[src/rtl/adc_scan_scheduler_pkg.sv]
// Shared types and defaults for the joystick ADC scan scheduler.
package adc_scan_scheduler_pkg;

    typedef enum logic [1:0] {
        IDLE,
        SETTLE,
        START,
        WAIT
    } scanState_t;

    localparam int NUM_CH_DEF      = 4;
    localparam int DATA_W_DEF      = 4;
    localparam int SETTLE_CYC_DEF  = 32;
    localparam int TIMEOUT_CYC_DEF = 255;

    // Stick channel numbering as seen on the analog mux.
    typedef enum int {
        CH_P1X = 0,
        CH_P1Y = 1,
        CH_P2X = 2,
        CH_P2Y = 3
    } stickChannel_t;

    // Select width that stays legal for a single-channel build.
    function automatic int selWidth(input int n);
        return (n > 1) ? $clog2(n) : 1;
    endfunction

    // One counter serves both SETTLE and WAIT, so size it for the longer of the two.
    function automatic int counterWidth(input int settleCyc, input int timeoutCyc);
        int longest;
        longest = (settleCyc > timeoutCyc) ? settleCyc : timeoutCyc;
        return $clog2(longest + 1);
    endfunction

endpackage

[src/rtl/adc_scan_scheduler_if.sv]
// ADC handshake bundle: mux select and start towards the converter, result and done back.
interface adc_scan_scheduler_if
    import adc_scan_scheduler_pkg::*;
#(
    parameter int NUM_CH = NUM_CH_DEF,
    parameter int DATA_W = DATA_W_DEF
);
    localparam int SEL_W = selWidth(NUM_CH);

    logic [SEL_W-1:0]  adc_sel;
    logic              adc_start;
    logic [DATA_W-1:0] adc_data;
    logic              adc_done;

    modport master (
        output adc_sel,
        output adc_start,
        input  adc_data,
        input  adc_done
    );

    modport slave (
        input  adc_sel,
        input  adc_start,
        output adc_data,
        output adc_done
    );

endinterface

[src/rtl/adc_scan_scheduler_rr_next_enabled.sv]
// Round-robin search for the next enabled channel starting at ptr (wrapping).
// isLast reports that no enabled channel sits above the chosen one, i.e. the
// chosen channel closes the current pass.
module rr_next_enabled
    import adc_scan_scheduler_pkg::*;
#(
    parameter int NUM_CH = NUM_CH_DEF,
    localparam int SEL_W = selWidth(NUM_CH)
) (
    input  logic [SEL_W-1:0]  ptr,
    input  logic [NUM_CH-1:0] enable,
    output logic [SEL_W-1:0]  idx,
    output logic              found,
    output logic              isLast
);

    // First enabled channel at or after ptr, then check for any enabled channel above it.
    always_comb begin
        idx    = '0;
        found  = 1'b0;
        isLast = 1'b1;
        for (int i = 0; i < NUM_CH; i++) begin
            if (!found && enable[(int'(ptr) + i) % NUM_CH]) begin
                found = 1'b1;
                idx   = SEL_W'((int'(ptr) + i) % NUM_CH);
            end
        end
        for (int j = 0; j < NUM_CH; j++) begin
            if (found && enable[j] && (j > int'(idx))) begin
                isLast = 1'b0;
            end
        end
    end

endmodule

[src/rtl/adc_scan_scheduler.sv]
// Sequences the shared joystick ADC over the enabled stick channels:
// select mux, settle, pulse start, then capture the result or give up on timeout.
module adc_scan_scheduler
    import adc_scan_scheduler_pkg::*;
#(
    parameter int NUM_CH      = NUM_CH_DEF,
    parameter int DATA_W      = DATA_W_DEF,
    parameter int SETTLE_CYC  = SETTLE_CYC_DEF,
    parameter int TIMEOUT_CYC = TIMEOUT_CYC_DEF
) (
    input  logic                     fastClock,
    input  logic                     reset,
    input  logic [NUM_CH-1:0]        ch_enable,
    input  logic                     err_clr,
    adc_scan_scheduler_if.master     adcBus,
    output logic [NUM_CH*DATA_W-1:0] results,
    output logic [NUM_CH-1:0]        result_valid,
    output logic                     scan_done,
    output logic                     timeout_err
);

    localparam int SEL_W = selWidth(NUM_CH);
    localparam int CNT_W = counterWidth(SETTLE_CYC, TIMEOUT_CYC);

    scanState_t              state, stateNext;
    logic [CNT_W-1:0]        cnt, cntNext;
    logic [SEL_W-1:0]        ptr, ptrNext;
    logic [SEL_W-1:0]        adcSel, selNext;
    logic                    adcStart, startNext;
    logic                    curLast, curLastNext;
    logic [NUM_CH*DATA_W-1:0] resultsNext;
    logic [NUM_CH-1:0]       validNext;
    logic                    scanDoneNext;
    logic                    errNext;
    logic                    finishCh;

    logic [SEL_W-1:0]        pickIdx;
    logic                    pickFound;
    logic                    pickIsLast;

    rr_next_enabled #(
        .NUM_CH (NUM_CH)
    ) pick (
        .ptr    (ptr),
        .enable (ch_enable),
        .idx    (pickIdx),
        .found  (pickFound),
        .isLast (pickIsLast)
    );

    assign adcBus.adc_sel   = adcSel;
    assign adcBus.adc_start = adcStart;

    // Next-state and next-output decode; adc_sel holds the in-flight channel for the whole conversion.
    always_comb begin
        stateNext    = state;
        cntNext      = cnt;
        ptrNext      = ptr;
        selNext      = adcSel;
        startNext    = 1'b0;
        curLastNext  = curLast;
        resultsNext  = results;
        validNext    = result_valid;
        scanDoneNext = 1'b0;
        errNext      = timeout_err & ~err_clr;
        finishCh     = 1'b0;

        case (state)
            IDLE: begin
                if (pickFound) begin
                    stateNext   = SETTLE;
                    selNext     = pickIdx;
                    cntNext     = '0;
                    curLastNext = pickIsLast;
                end
            end
            SETTLE: begin
                if (cnt == CNT_W'(SETTLE_CYC - 1)) begin
                    stateNext = START;
                    startNext = 1'b1;
                    cntNext   = '0;
                end else begin
                    cntNext = cnt + 1'b1;
                end
            end
            START: begin
                stateNext = WAIT;
                cntNext   = '0;
            end
            WAIT: begin
                if (adcBus.adc_done) begin
                    resultsNext[adcSel*DATA_W +: DATA_W] = adcBus.adc_data;
                    validNext[adcSel] = 1'b1;
                    finishCh = 1'b1;
                end else if (cnt == CNT_W'(TIMEOUT_CYC - 1)) begin
                    // A timeout in the same cycle as err_clr must still leave the flag set.
                    errNext           = 1'b1;
                    validNext[adcSel] = 1'b0;
                    finishCh          = 1'b1;
                end else begin
                    cntNext = cnt + 1'b1;
                end
            end
            default: begin
                stateNext = IDLE;
            end
        endcase

        if (finishCh) begin
            stateNext    = IDLE;
            ptrNext      = (adcSel == SEL_W'(NUM_CH - 1)) ? '0 : adcSel + 1'b1;
            scanDoneNext = curLast;
        end
    end

    // State and registered outputs; reset drops everything including any start pulse.
    always_ff @(posedge fastClock) begin
        if (reset) begin
            state        <= IDLE;
            cnt          <= '0;
            ptr          <= '0;
            adcSel       <= '0;
            adcStart     <= 1'b0;
            curLast      <= 1'b0;
            results      <= '0;
            result_valid <= '0;
            scan_done    <= 1'b0;
            timeout_err  <= 1'b0;
        end else begin
            state        <= stateNext;
            cnt          <= cntNext;
            ptr          <= ptrNext;
            adcSel       <= selNext;
            adcStart     <= startNext;
            curLast      <= curLastNext;
            results      <= resultsNext;
            result_valid <= validNext;
            scan_done    <= scanDoneNext;
            timeout_err  <= errNext;
        end
    end

endmodule

[src/flat_wrapper.sv]
// flat-port wrapper written by rule: the top's interface ports become plain ports
module adc_scan_scheduler_flat import adc_scan_scheduler_pkg::*;
#(
    parameter int NUM_CH      = NUM_CH_DEF,
    parameter int DATA_W      = DATA_W_DEF,
    parameter int SETTLE_CYC  = SETTLE_CYC_DEF,
    parameter int TIMEOUT_CYC = TIMEOUT_CYC_DEF
)
  (fastClock, reset, ch_enable, err_clr, results, result_valid, scan_done, timeout_err, adcBus_adc_sel, adcBus_adc_start, adcBus_adc_data, adcBus_adc_done);
  adc_scan_scheduler_if #(.NUM_CH(NUM_CH), .DATA_W(DATA_W)) adcBus_i ();
  input  logic fastClock;
  input  logic reset;
  input  logic [NUM_CH-1:0] ch_enable;
  input  logic err_clr;
  output logic [NUM_CH*DATA_W-1:0] results;
  output logic [NUM_CH-1:0] result_valid;
  output logic scan_done;
  output logic timeout_err;
  output wire logic [$bits(adcBus_i.adc_sel)-1:0] adcBus_adc_sel;
  output wire logic [$bits(adcBus_i.adc_start)-1:0] adcBus_adc_start;
  input wire logic [$bits(adcBus_i.adc_data)-1:0] adcBus_adc_data;
  input wire logic [$bits(adcBus_i.adc_done)-1:0] adcBus_adc_done;
  assign adcBus_adc_sel = adcBus_i.adc_sel;
  assign adcBus_adc_start = adcBus_i.adc_start;
  assign adcBus_i.adc_data = adcBus_adc_data;
  assign adcBus_i.adc_done = adcBus_adc_done;
  adc_scan_scheduler #(.NUM_CH(NUM_CH), .DATA_W(DATA_W), .SETTLE_CYC(SETTLE_CYC), .TIMEOUT_CYC(TIMEOUT_CYC)) u_core (.fastClock(fastClock), .reset(reset), .ch_enable(ch_enable), .err_clr(err_clr), .adcBus(adcBus_i), .results(results), .result_valid(result_valid), .scan_done(scan_done), .timeout_err(timeout_err));
endmodule
[config.mk]
export PLATFORM = sky130hd
export DESIGN_NAME = adc_scan_scheduler_flat
export DESIGN_NICKNAME = d
export VERILOG_FILES = /design/src/rtl/adc_scan_scheduler_pkg.sv /design/src/rtl/adc_scan_scheduler_if.sv /design/src/rtl/adc_scan_scheduler_rr_next_enabled.sv /design/src/rtl/adc_scan_scheduler.sv /design/src/flat_wrapper.sv
export SDC_FILE = /design/constraint.sdc
export NUM_CORES = 1
export LEC_CHECK = 0
export BUFFER_PORTS_ARGS = -buffer_cell sky130_fd_sc_hd__buf_4
export CAP_MARGIN = 15
export CORE_MARGIN = 1
export CORE_UTILIZATION = 54
export DETAILED_ROUTE_END_ITERATION = 7
export GPL_TIMING_DRIVEN = 0
export PLACE_DENSITY = 0.77
export SLEW_MARGIN = 25
export SYNTH_ARGS = -nofsm -noshare
export SYNTH_HDL_FRONTEND = slang
export SYNTH_SLANG_ARGS = --single-unit
[constraint.sdc]
create_clock -name fastClock -period 1.9 [get_ports fastClock]
set_input_delay 0.095 -clock fastClock [delete_from_list [all_inputs] [get_ports fastClock]]
set_output_delay 0.095 -clock fastClock [all_outputs]
set_load 0.02 [all_outputs]
After elaboration in Yosys (flattened, before gate mapping)
Index checks and enable logic that the tools add are counted.
{ "classes": {"order_cmp": 9, "bitwise_logic": 10, "n_shift": 2, "add_sub_neg": 6, "reduce_logical": 27, "n_eq_ne": 10, "n_mux": 43} }
{ "op_table": {"columns": ["cell", "count"], "rows": [
  ["4-bit negation with 34-bit output", 1],
  ["4-bit by 34-bit variable shift with 16-bit output, first input constant", 1],
  ["4-bit by 34-bit variable part select with 16-bit output", 1],
  ["8-bit two-way mux", 4],
  ["8-bit one-hot mux with 4 select lines", 1],
  ["1-bit two-way mux", 22],
  ["16-bit bitwise mux", 1],
  ["2-bit two-way mux", 7],
  ["3-bit by 4-bit < comparator with 1-bit output, second input constant", 3],
  ["2-bit OR reduction", 6],
  ["1-bit logical AND", 10],
  ["8-bit by 1-bit adder with 8-bit output, second input constant", 1],
  ["1-bit binary-select mux with 2-bit select", 4],
  ["8-bit by 5-bit == test with 1-bit output, second input constant", 1],
  ["8-bit == test, second input constant", 1],
  ["4-bit two-way mux", 2],
  ["2-bit == test, second input constant", 3],
  ["2-bit by 3-bit < comparator with 1-bit output, second input constant", 2],
  ["2-bit != test, second input constant", 3],
  ["2-bit one-hot mux with 3 select lines", 1],
  ["2-bit AND reduction", 3],
  ["3-bit AND reduction", 2],
  ["2-bit by 1-bit adder with 2-bit output, second input constant", 2],
  ["2-bit adder, second input constant", 2],
  ["16 further kinds", 23]
]} }
{ "word_totals": {"inputBits": 12, "register_bits": 38, "elab_cells": 117, "output_inout_bits": 25} }

Depth between registers and ports, before layout
Gate-level depths: netlist of the first run.
{ "logic_depth": {"ltp_word": 19, "depth_mapped": 7, "mapped_depth_nobuf": 6} }

By module
Synthesis of the first run repeated with hierarchy kept, for this count alone.
{ "unflattened": {"hier_cells": 213, "area_unflattened_um2": 1861.8} }
{ "modules_own_cells": {"columns": ["mod", "cells_per_inst", "area_per_inst_um2", "n_inst", "seq_area_each_um2"], "rows": [
  ["adc_scan_scheduler", 195, 1741.7, 1, 760.7],
  ["rr_next_enabled", 18, 120.1, 1, 0.0]
]} }

Worst setup path after synthesis of the first run
OpenSTA, ideal clock, no wires.
{ "synth_timing": {"kind": "reg-to-reg", "startpoint": "register u_core.adcSel[0], in the netlist u_core.adcBus.adc_sel[0]", "endpoint": "register u_core.results[12]", "t_arrival_ps": 1722, "setup_ps": 66, "required_ps": 1834, "stages_incl_launch_ff": 6, "synth_period_minus_slack_ps": 1789, "setup_slack_ps": 111, "cell_sequence": "dfxtp_1 -> inv_1 -> ha_1 -> nor4_1 -> a22oi_1 -> nor2_1"} }
{ "synth_via": {"elab_chain_cells": 3, "elab_cells_between_ends": 4, "cone_classes": "1 x add/sub; 2 x shift; 1 x mux"} }
{ "synth_lines": {"columns": ["item", "line", "source"], "rows": [
  ["start: declaration", "adc_scan_scheduler.sv:28", "logic [SEL_W-1:0] adcSel, selNext;"],
  ["start signal: assignment", "adc_scan_scheduler.sv:133", "adcSel <= selNext;"],
  ["4-bit negation with 34-bit output (*)", "adc_scan_scheduler.sv:92", "resultsNext[adcSel*DATA_W +: DATA_W] = adcBus.adc_data;"],
  ["4-bit by 34-bit variable part select with 16-bit output / 4-bit by 34-bit variable shift with 16-bit output (equally long branches)", "adc_scan_scheduler.sv:92", null],
  ["16-bit bitwise mux (*)", "adc_scan_scheduler.sv:92", null],
  ["end signal: assignment", "adc_scan_scheduler.sv:136", "results <= resultsNext;"],
  ["end: declaration", "adc_scan_scheduler.sv:16", "output logic [NUM_CH*DATA_W-1:0] results,"]
]} }
Every way passes the cells marked *; elsewhere a longest branch is shown, timed or not.
A chain may end at the register's enable or synchronous reset.

Worst setup path in the final report of the first run
{ "layout_timing": {"startpoint": "register u_core.state[0]", "endpoint": "register u_core.cnt[3]"} }
{ "layout_via": {"elab_chain_cells": 3, "elab_cells_between_ends": 9, "cone_classes": "6 x eq/ne; 1 x mux; 2 x reduce/logical"} }
{ "layout_lines": {"columns": ["item", "line", "source"], "rows": [
  ["start: declaration", "adc_scan_scheduler.sv:25", "scanState_t state, stateNext;"],
  ["start signal: assignment", "adc_scan_scheduler.sv:130", "state <= stateNext;"],
  ["2-bit == test / 2-bit logical NOT (equally long branches)", "adc_scan_scheduler.sv:68", "case (state)"],
  ["2-bit != test (no line)", null, null],
  ["3-bit AND reduction (no line)", null, null],
  ["end signal: assignment", "adc_scan_scheduler.sv:131", "cnt <= cntNext;"],
  ["end: declaration", "adc_scan_scheduler.sv:26", "logic [CNT_W-1:0] cnt, cntNext;"]
]} }
Several ways; a longest one is shown, not always the timed one.

==> reports/metrics.cfg, run 1 <==
[run_status]
status = finished clean

[yosys]
postSynthCellCount = 219
netlist_area_sq_um = 1890
synthesis.nets = 243
avgSynthCellArea_sq_um = 8.64
synthFlopType = dfxtp_1
yosysWarningCount = 0
synth_cell_types = 48
synthArstFlopShare_pct = 0
synth_edf_count = 0
yosysSeqAreaShare_pct = 40.2
synth-seq-cells = 38

[final_layout]
fin_cells = 316
finalNetCount = 293
antennaDiodeCount = 0
final_common_cell = buf_4
final_area_sq_um = 2490
n_fill_cell = 267
area.growth.synth_to_final_pct = 31.4
final_util_pct = 74.5
drive_gt1_share_pct = 28.1
final_cell_mix = 43 x buf_4, 35 x dfxtp_1, 26 x nor2_1

[route]
wirelength_um = 4830
drc_errors = 0
dr.pass1.iters = 4
drt_iter0_drc = 127
wl_per_cell_um = 15.3
via_per_inst = 5.80
ant_nets = 0
routed-via-count = 1832

[floorplan]
dieArea_sq_um = 3750
die_w_um = 61.2
core_area_sq_um = 3340
die_y_um = 61.2
start_util_pct = 56.7
rows = 21
pin_count = 37

[placement]
placed_area_sq_um = 2210
dp_cells = 300
dpl.hpwl_um = 3140
place_congestion = 0.812
portBuffers = 35
pre_cts_ws_ns = -0.178

[critical_path]
rrSetupSlack_ns = 0.06
cpMaxStageDelayCell = or4b_4
rr_worst_depth = 6
start_kind = register
critPathKind = reg -> reg
crit_path_end_kind = register
startpoint = u_core.state[0]$_SDFFE_PP0P_
path_cells = ha_4, buf_6, nand4_1, o221ai_4, or4b_4, a31oi_4
critPathRequiredTime_ns = 2.18
r2r-end = u_core.cnt[3]$_SDFFE_PP0P_
arrival_ns = 2.12
critPathCapture = u_core.cnt[3]$_SDFFE_PP0P_
worstReg2RegStart = u_core.state[0]$_SDFFE_PP0P_
slowest_delay_ns = 0.58
path_max_fanout = 7

[hold_path]
hold_depth = 3
min_path_type = in -> reg

[sta]
fmax_ghz = 0.544
fin_ws_ns = 0.0606
setup_viol_count_final = 0
drv_slew = 0
tns_ns = 0
whs_ns = 0.00691
slew-limit-headroom_pct = 58.1
rsz0062_at_grt = yes
period_needed_ns = 1.84
clock_skew_ns = 0.0151
fin_crit_sh_pct = 96.8
hold_violations = 0
max_slew.worst_pin.slew_ns = 0.629

[clock_network]
h-tree-depth = 2
ctsRootBufferMaster = clkbuf_4
clkTransAtPathRegs_ns = 0.13
hold_buffers = 0
cts_tree = done
cts_made_buffers = 5
cts_buffer_depth = 2
cts_sinks = 38
clk-insertion-delay-late_ns = 0.36

[global_routing]
grt_pass1_vias = 1522
grt_max_degree = 13
overflow = 0
grt_antenna_before_repair = 0
grt_first_pass_wirelength_um = 6850
track_usage_pct = 25.1

[run]
maxCapViolations = 0

[power_and_ir_drop]
finalPower_mw = 2.46
power_density_nw_per_um2 = 988
leakagePower_nw = 0.994
vdd_ir_drop_max_mv = 0.778

[cell type report]
type / instances / area (sq um) / area share, %
clock inverters: 2 / 60.1 / 2.41
repair buffers: 43 / 320 / 12.9
well taps: 46 / 57.6 / 2.31
flip-flops and latches: 38 / 769 / 30.9
clock buffers: 6 / 51.3 / 2.06
plain buffers: 11 / 63.8 / 2.57
inverters: 16 / 60.1 / 2.41
multi-input cells: 154 / 1100 / 44.4
[how the worst min path moves through the flow]
stage | from | end | slack, ns
after floorplan | adcBus_adc_data[0] | u_core.results[0]$_SDFFE_PP0P_ | 0.24
after global placement | adcBus_adc_data[3] | u_core.results[11]$_SDFFE_PP0P_ | 0.37
after detailed placement | adcBus_adc_data[0] | u_core.results[4]$_SDFFE_PP0P_ | 0.38
after CTS | adcBus_adc_data[0] | u_core.results[4]$_SDFFE_PP0P_ | 0.01
after global routing | adcBus_adc_data[0] | u_core.results[0]$_SDFFE_PP0P_ | 0.02
final | adcBus_adc_data[0] | u_core.results[8]$_SDFFE_PP0P_ | 0.007
[logic make-up (layout without fill, tap and decap cells)]
kind of cell               count (synthesis)  count (layout)  share of synthesized area [%]
AOI/OAI and AO/OA                         61              61                           22.5
adders and majority gates                 12              12                           7.93
buffers and inverters                     27              78                           6.08
DFF                                       38              38                           40.2
muxes                                      2               2                           1.06
and+or+nand+nor                           79              79                           22.3
[power by group]
group          internal [mW]  switching (mW)
combinational          0.356           0.437
sequential             0.862          0.0743
clock                  0.446           0.283
total                   1.66           0.794
[synthesized netlist by cell type, types with 2 or more instances]
library cell,count,area share (%)
dfxtp_1,38,40
nor2_1,26,5.2
a22oi_1,17,6.7
a21oi_1,16,4.2
inv_1,16,3.2
nand3_1,13,3.4
ha_1,12,7.9
nand2_1,9,1.8
o21ai_0,8,2.1
nand2b_1,5,1.7
buf_2,4,1.1
nor4b_1,4,1.9
clkbuf_1,3,0.59
o21a_1,3,1.2
or3_1,3,0.99
a31oi_1,2,0.66
and3_1,2,0.66
buf_1,2,0.40
mux2i_1,2,1.1
nand4_1,2,0.66
nor4_1,2,0.66
o21ai_1,2,0.53
o32ai_1,2,0.93
or4_1,2,0.79
[routing by layer]
layer / vias up / part of all wire (%) / track usage, %
met5: - / 0 / 0
met4: 0 / 1.5 / 8.77
met3: 8 / 6.1 / 7.14
met2: 62 / 48 / 39.4
met1: 870 / 44 / 32.9
li1: 892 / - / -
[critical path: cells and delay by family, from the launching register on]
kind | cells | cell delay (ns)
flops | 1 | 0.39
fa+ha+maj | 1 | 0.16
buf+inv | 1 | 0.12
compound gates | 2 | 0.33
simple gates | 2 | 0.77
[what timing repair did]
action	CTS	global route
endpoints found under the hold margin	0	0
setup buffers	0	7
gates resized for setup	5	19
pin swaps	0	5
endpoints found under the setup margin	25	28
cloned	0	1
Note: power is estimated with default switching activity, not from simulation.
==> run 2, diff against run 1 <==
ABC_AREA = 1   (was unset)
CORE_UTILIZATION = 55   (was 54)
PLACE_DENSITY = 0.78   (was 0.77)
==> run 2 against run 1 <==
Against the previous run: non-clock buffer count decreased by 15; setup slack improved by 0.047 ns; area after synthesis increased by 9.8%; design area increased by 0.91%; sequential power increased by 3.3%; largest power group unchanged.
==> reports/metrics.cfg, run 2 <==
[floorplan]
pin_count = 37  ; unchanged
rows = 21  ; unchanged
dieArea_sq_um = 4030  ; +7.5%
die_w_um = 63.5  ; +3.7%
start_util_pct = 59.9  ; +3.2 points
die_y_um = 63.5  ; +3.7%
core_area_sq_um = 3470  ; +3.9%

[critical_path]
path_max_fanout = 9  ; +2
critPathKind = reg -> reg
arrival_ns = 2.01  ; -0.11 ns
crit_path_end_kind = register
startpoint = u_core.state[0]$_SDFFE_PP0P_
worstReg2RegStart = u_core.state[0]$_SDFFE_PP0P_
crit_family = simple AND/OR/NAND/NOR gates
slowest_delay_ns = 0.50  ; -0.08 ns
cpMaxStageDelayCell = or3b_2
start_kind = register
path_cells = ha_2, nand2_1, inv_1, nand2_1, or3b_2, a21oi_1
crit_buf_inv = 1  ; unchanged
cp_common_cell = nand2_1
critPathRequiredTime_ns = 2.12  ; -0.06 ns

[yosys]
postSynthCellCount = 296  ; +35%
synth_most_common_cell = nand2_1
synthFlopType = dfxtp_1
netlist_area_sq_um = 2080  ; +9.8%
synth-seq-cells = 38  ; unchanged
synth_edf_count = 0  ; unchanged
synth_cell_types = 33  ; -31%
synthTopCellsByArea = dfxtp_1 37%, nand2_1 16%, a21oi_1 7.5%, ha_1 7.2%, inv_1 4.7%
synthArstFlopShare_pct = 0  ; unchanged
yosys.area.top_type = dfxtp_1
yosysSeqAreaShare_pct = 36.6  ; -3.6 points
synth_top_cell_area_share_pct = 36.6  ; -3.6 points
netlist_top_cells_count = 89 x nand2_1, 38 x dfxtp_1, 31 x a21oi_1
avgSynthCellArea_sq_um = 7.02  ; -19%
yosysWarningCount = 0  ; unchanged
synthesis.nets = 320  ; +32%

[placement]
place_congestion = 0.902  ; +11%
dp_cells = 377  ; +26%
portBuffers = 35  ; unchanged
dpl.hpwl_um = 3470  ; +10%

[sta]
drv_slew = 0  ; unchanged
hold_violations = 0  ; unchanged
setup_viol_count_final = 0  ; unchanged
period_needed_ns = 1.79  ; -0.0468 ns
fin_crit_sh_pct = 94.3  ; -2.5 points
slew-limit-headroom_pct = 70.3  ; +12 points
max_slew.worst_pin.slew_ns = 0.446  ; -0.183 ns
clock_skew_ns = 0.00282  ; -0.0123 ns
fmax_ghz = 0.558  ; +2.6%
whs_ns = 0.0506  ; +0.0437 ns
tns_ns = 0  ; unchanged

[clock_network]
cts_made_buffers = 5  ; unchanged
h-tree-depth = 2  ; unchanged
cts_tree = done
cts_setup_buffers = 0  ; unchanged
hold_buffers = 0  ; unchanged
clkTransAtPathRegs_ns = 0.08  ; -0.05 ns
ctsRootBufferMaster = clkbuf_8
clk-insertion-delay-late_ns = 0.29  ; -0.07 ns
cts_sinks = 38  ; unchanged
cts_buffer_depth = 2  ; unchanged

[final_layout]
finalNetCount = 362  ; +24%
area.growth.synth_to_final_pct = 20.8
final_cell_mix = 88 x nand2_1, 37 x dfxtp_1, 35 x buf_4
final_util_pct = 72.4  ; -2.2 points
antennaDiodeCount = 0  ; unchanged
final_common_cell = nand2_1
n_fill_cell = 303  ; +13%
fin_cells = 385  ; +22%
drive_gt1_share_pct = 22.1  ; -6.0 points

[route]
drc_errors = 0  ; unchanged
routed-via-count = 1968  ; +7.4%
dr.pass1.iters = 4  ; unchanged
wirelength_um = 4540  ; -5.9%
ant_nets = 0  ; unchanged
wl_per_cell_um = 11.8  ; -23%
drt_iter0_drc = 143  ; +13%
via_per_inst = 5.11  ; -12%

[global_routing]
grt_max_degree = 13  ; unchanged
grt_first_pass_wirelength_um = 7670  ; +12%
grt_antenna_before_repair = 0  ; unchanged
track_usage_pct = 24.4  ; -0.70 points
overflow = 0  ; unchanged
grt_pass1_vias = 1748  ; +15%

[power_and_ir_drop]
power_density_nw_per_um2 = 981  ; -0.78%
vdd_ir_drop_max_mv = 0.629  ; -19%
leakagePower_nw = 1.14  ; +15%

[run_status]
status = finished clean

[hold_path]
min-delay-start = adcBus_adc_data[2]
min_path_type = in -> reg

[run]
maxCapViolations = 0  ; unchanged

==> run 2: timing repair <==
action                     4_1_cts  5_1_grt
resized for setup                1        5
setup endpoints to repair        4        7
pin swaps                        0        0
==> run 2: routing by layer <==
metal  GRT usage [%]  vias to the layer above  wire [um]
met5               0                        -          0
met4            7.67                        0         56
met3            6.34                        6        276
met2            37.4                       44       1990
met1            33.0                      880       2220
li1                -                     1038          -
==> run 2: layout make-up <==
class                   instances  area [sq um]  share of cell area, %
repair buffers                 35           263                   10.5
multi-input cells             221          1180                   47.1
flip-flops and latches         38           764                   30.5
plain buffers                   4          22.5                  0.897
clock buffers                   6          82.6                   3.29
clock inverters                 2          12.5                  0.499
well taps                      46          57.6                   2.29
inverters                      33           126                   5.03
==> run 2: logic make-up after synthesis <==
| group | count (synthesis) | share of synthesized area (%) |
|---|---|---|
| simple gates | 157 | 34.8 |
| compound gates | 51 | 13.8 |
| flops | 38 | 36.6 |
| buf+inv | 37 | 7.16 |
| fa+ha+maj | 12 | 7.22 |
| xor+xnor | 1 | 0.422 |
==> run 2: worst min-delay path: stages <==
cell     delay (ns)
buf_4          0.08
a22oi_1        0.05
nor2_1         0.07
==> run 2: final timing paths <==
| kind | slack [ns] | end | depth (start not counted) |
|---|---|---|---|
| worst min-delay path | 0.05 | u_core.results[2]$_SDFFE_PP0P_ | 3 |
| worst max register to register | 0.11 | u_core.results[9]$_SDFFE_PP0P_ | 6 |
| worst min register to register | 0.44 | u_core.scan_done$_SDFF_PP0_ | 2 |
| worst max-delay path | 0.11 | u_core.results[9]$_SDFFE_PP0P_ | 6 |
==> run 2: power breakdown <==
group / total (mW) / switching (mW) / internal, mW
logic: 0.909 / 0.609 / 0.300
registers: 0.967 / 0.0919 / 0.875
clock network: 0.585 / 0.293 / 0.292
==> run 2: stage by stage <==
step | worst slack (ns) | area, sq um | total power, mW
2_1_floorplan | 0.106 | 2080 | 1.61
3_3_place_gp | -0.0467 | 2400 | 1.83
3_5_place_dp | -0.0793 | 2400 | 1.85
4_1_cts | 0.0636 | 2490 | 2.43
5_1_grt | -0.00739 | 2510 | 2.64
6_report | 0.107 | 2510 | 2.46
==> run 3, diff against run 2 <==
BUFFER_PORTS_ARGS = -buffer_cell sky130_fd_sc_hd__buf_2   (was -buffer_cell sky130_fd_sc_hd__buf_4)
==> run 3 against run 2 <==
Against the previous run: utilization down 1.1 points; total power up 10%; design area down 1.5%; hold slack better by 0.0034 ns; critical path type unchanged.
==> reports/metrics.cfg, run 3 (synthesis gave the netlist of run 2 again) <==
[sta]
max_slew.worst_pin.slew_ns = 0.442  ; -0.00384 ns
drv_slew = 0  ; unchanged
fmax_ghz = 0.565  ; +1.2%
period_needed_ns = 1.77  ; -0.0221 ns
setup_viol_count_final = 0  ; unchanged
rsz0062_at_grt = no
hold_violations = 0  ; unchanged
slew-limit-headroom_pct = 70.5  ; +0.26 points
fin_crit_sh_pct = 93.2  ; -1.2 points
clock_skew_ns = 0.00479  ; +0.00196 ns
whs_ns = 0.0540  ; +0.00338 ns

[placement]
dp_cells = 377  ; unchanged
placed_area_sq_um = 2310  ; -3.7%
place_congestion = 0.919  ; +1.9%
dpl.hpwl_um = 3400  ; -1.9%
portBuffers = 35  ; unchanged

[floorplan]
pin_count = 37  ; unchanged
rows = 21  ; unchanged
die_w_um = 63.5  ; unchanged
core_area_sq_um = 3470  ; unchanged
dieArea_sq_um = 4030  ; unchanged
die_y_um = 63.5  ; unchanged
start_util_pct = 59.9  ; unchanged

[route]
drt_iter0_drc = 183  ; +28%
routed-via-count = 2006  ; +1.9%
dr.pass1.iters = 6  ; +2
ant_nets = 0  ; unchanged
wirelength_um = 4650  ; +2.4%
via_per_inst = 5.21  ; +1.9%
wl_per_cell_um = 12.1  ; +2.4%
drc_errors = 0  ; unchanged

[final_layout]
final_area_sq_um = 2470  ; -1.5%
final_util_pct = 71.2  ; -1.1 points
fin_cells = 385  ; unchanged
antennaDiodeCount = 0  ; unchanged
register_area_sq_um = 762  ; -0.33%
finalNetCount = 362  ; unchanged
drive_gt1_share_pct = 22.4  ; +0.29 points
area.growth.synth_to_final_pct = 18.9
final_common_cell = nand2_1
final_cell_mix = 88 x nand2_1, 37 x dfxtp_1, 35 x buf_2
multi_input_area_sq_um = 1180  ; +0.32%
n_fill_cell = 317  ; +4.6%

[clock_network]
cts_made_buffers = 5  ; unchanged
cts_tree = done
clk-insertion-delay-late_ns = 0.29  ; about the same
cts_setup_buffers = 0  ; unchanged
cts_buffer_depth = 2  ; unchanged
h-tree-depth = 2  ; unchanged
cts_sinks = 38  ; unchanged
ctsRootBufferMaster = clkbuf_8
hold_buffers = 0  ; unchanged
clkTransAtPathRegs_ns = 0.07  ; about the same

[global_routing]
track_usage_pct = 24.6  ; +0.25 points
grt_antenna_before_repair = 0  ; unchanged
grt_max_degree = 13  ; unchanged
overflow = 0  ; unchanged
grt_pass1_vias = 1764  ; +0.92%
grt_first_pass_wirelength_um = 7790  ; +1.6%

[critical_path]
arrival_ns = 1.99  ; -0.02 ns
rrSetupSlack_ns = 0.13  ; +0.02 ns
startpoint = u_core.adcBus.adc_sel[0]$_SDFFE_PP0P_
start_kind = register
path_max_fanout = 9  ; unchanged
critPathRequiredTime_ns = 2.12  ; about the same
worstReg2RegStart = u_core.adcBus.adc_sel[0]$_SDFFE_PP0P_
crit_path_end_kind = register
critPathKind = reg -> reg
rr_worst_depth = 6  ; unchanged

[run_status]
status = finished clean

[hold_path]
min-delay-start = adcBus_adc_data[2]
min_path_type = in -> reg
hold_depth = 3  ; unchanged

[power_and_ir_drop]
finalPower_mw = 2.71  ; +10%
vdd_ir_drop_max_mv = 0.687  ; +9.2%
power_density_nw_per_um2 = 1100  ; +12%
leakagePower_nw = 1.16  ; +1.6%

[run]
maxCapViolations = 0  ; unchanged

==> run 3: cell count changes in the layout (fill, tap and decap cells not counted), sizes merged <==
cell      before  now
clkinvlp       1    0
bufinv         0    2
clkinv         1    0
==> run 3: path summary, 6_finish.rpt <==
check / to
setup reg to reg: u_core.results[11]$_SDFFE_PP0P_
hold / removal: u_core.results[2]$_SDFFE_PP0P_
setup / recovery: u_core.results[11]$_SDFFE_PP0P_
hold reg to reg: u_core.scan_done$_SDFF_PP0_
==> run 3: stage by stage <==
stage	TNS [ns]	setup WS (ns)
global route	0	0.000114
detailed placement	-0.0857	-0.0467
CTS	0	0.0744
finish	0	0.129
global placement	-0.105	-0.0433
floorplan	0	0.106
==> run 3: report_power, final <==
part	internal, mW	switching, mW	total (mW)
registers	0.871	0.0906	0.962
logic	0.284	0.622	0.906
clock network	0.560	0.284	0.844
==> run 3: area by class of cell <==
class / instances / area share (%)
well taps: 46 / 2.33
clock buffers: 6 / 3.34
multi-input cells: 221 / 47.9
repair buffers: 35 / 7.09
inverters: 33 / 5.11
plain buffers: 4 / 0.911
flip-flops and latches: 38 / 30.8
clock inverters: 2 / 2.43
==> run 3: worst max-delay path: stages (launching register included) <==
cell	delay [ns]
dfxtp_2	0.44
inv_1	0.17
ha_1	0.29
inv_1	0.17
nand2_1	0.09
or3_1	0.38
a21oi_1	0.15
==> run 3: timing repair <==
item | 4_1_cts | 5_1_grt
endpoints found under the hold margin | 0 | 0
pin swaps | 0 | 0
gates resized for setup | 1 | 5
endpoints found under the setup margin | 4 | 9
==> run 3: layer usage <==
| metal | vias to the layer above | GRT usage, % | wire, um |
|---|---|---|---|
| li1 | 1040 | - | - |
| met4 | 0 | 6.53 | 53 |
| met1 | 896 | 33.6 | 2230 |
| met2 | 62 | 39.1 | 2070 |
| met3 | 8 | 5.07 | 291 |
| met5 | - | 0 | 0 |
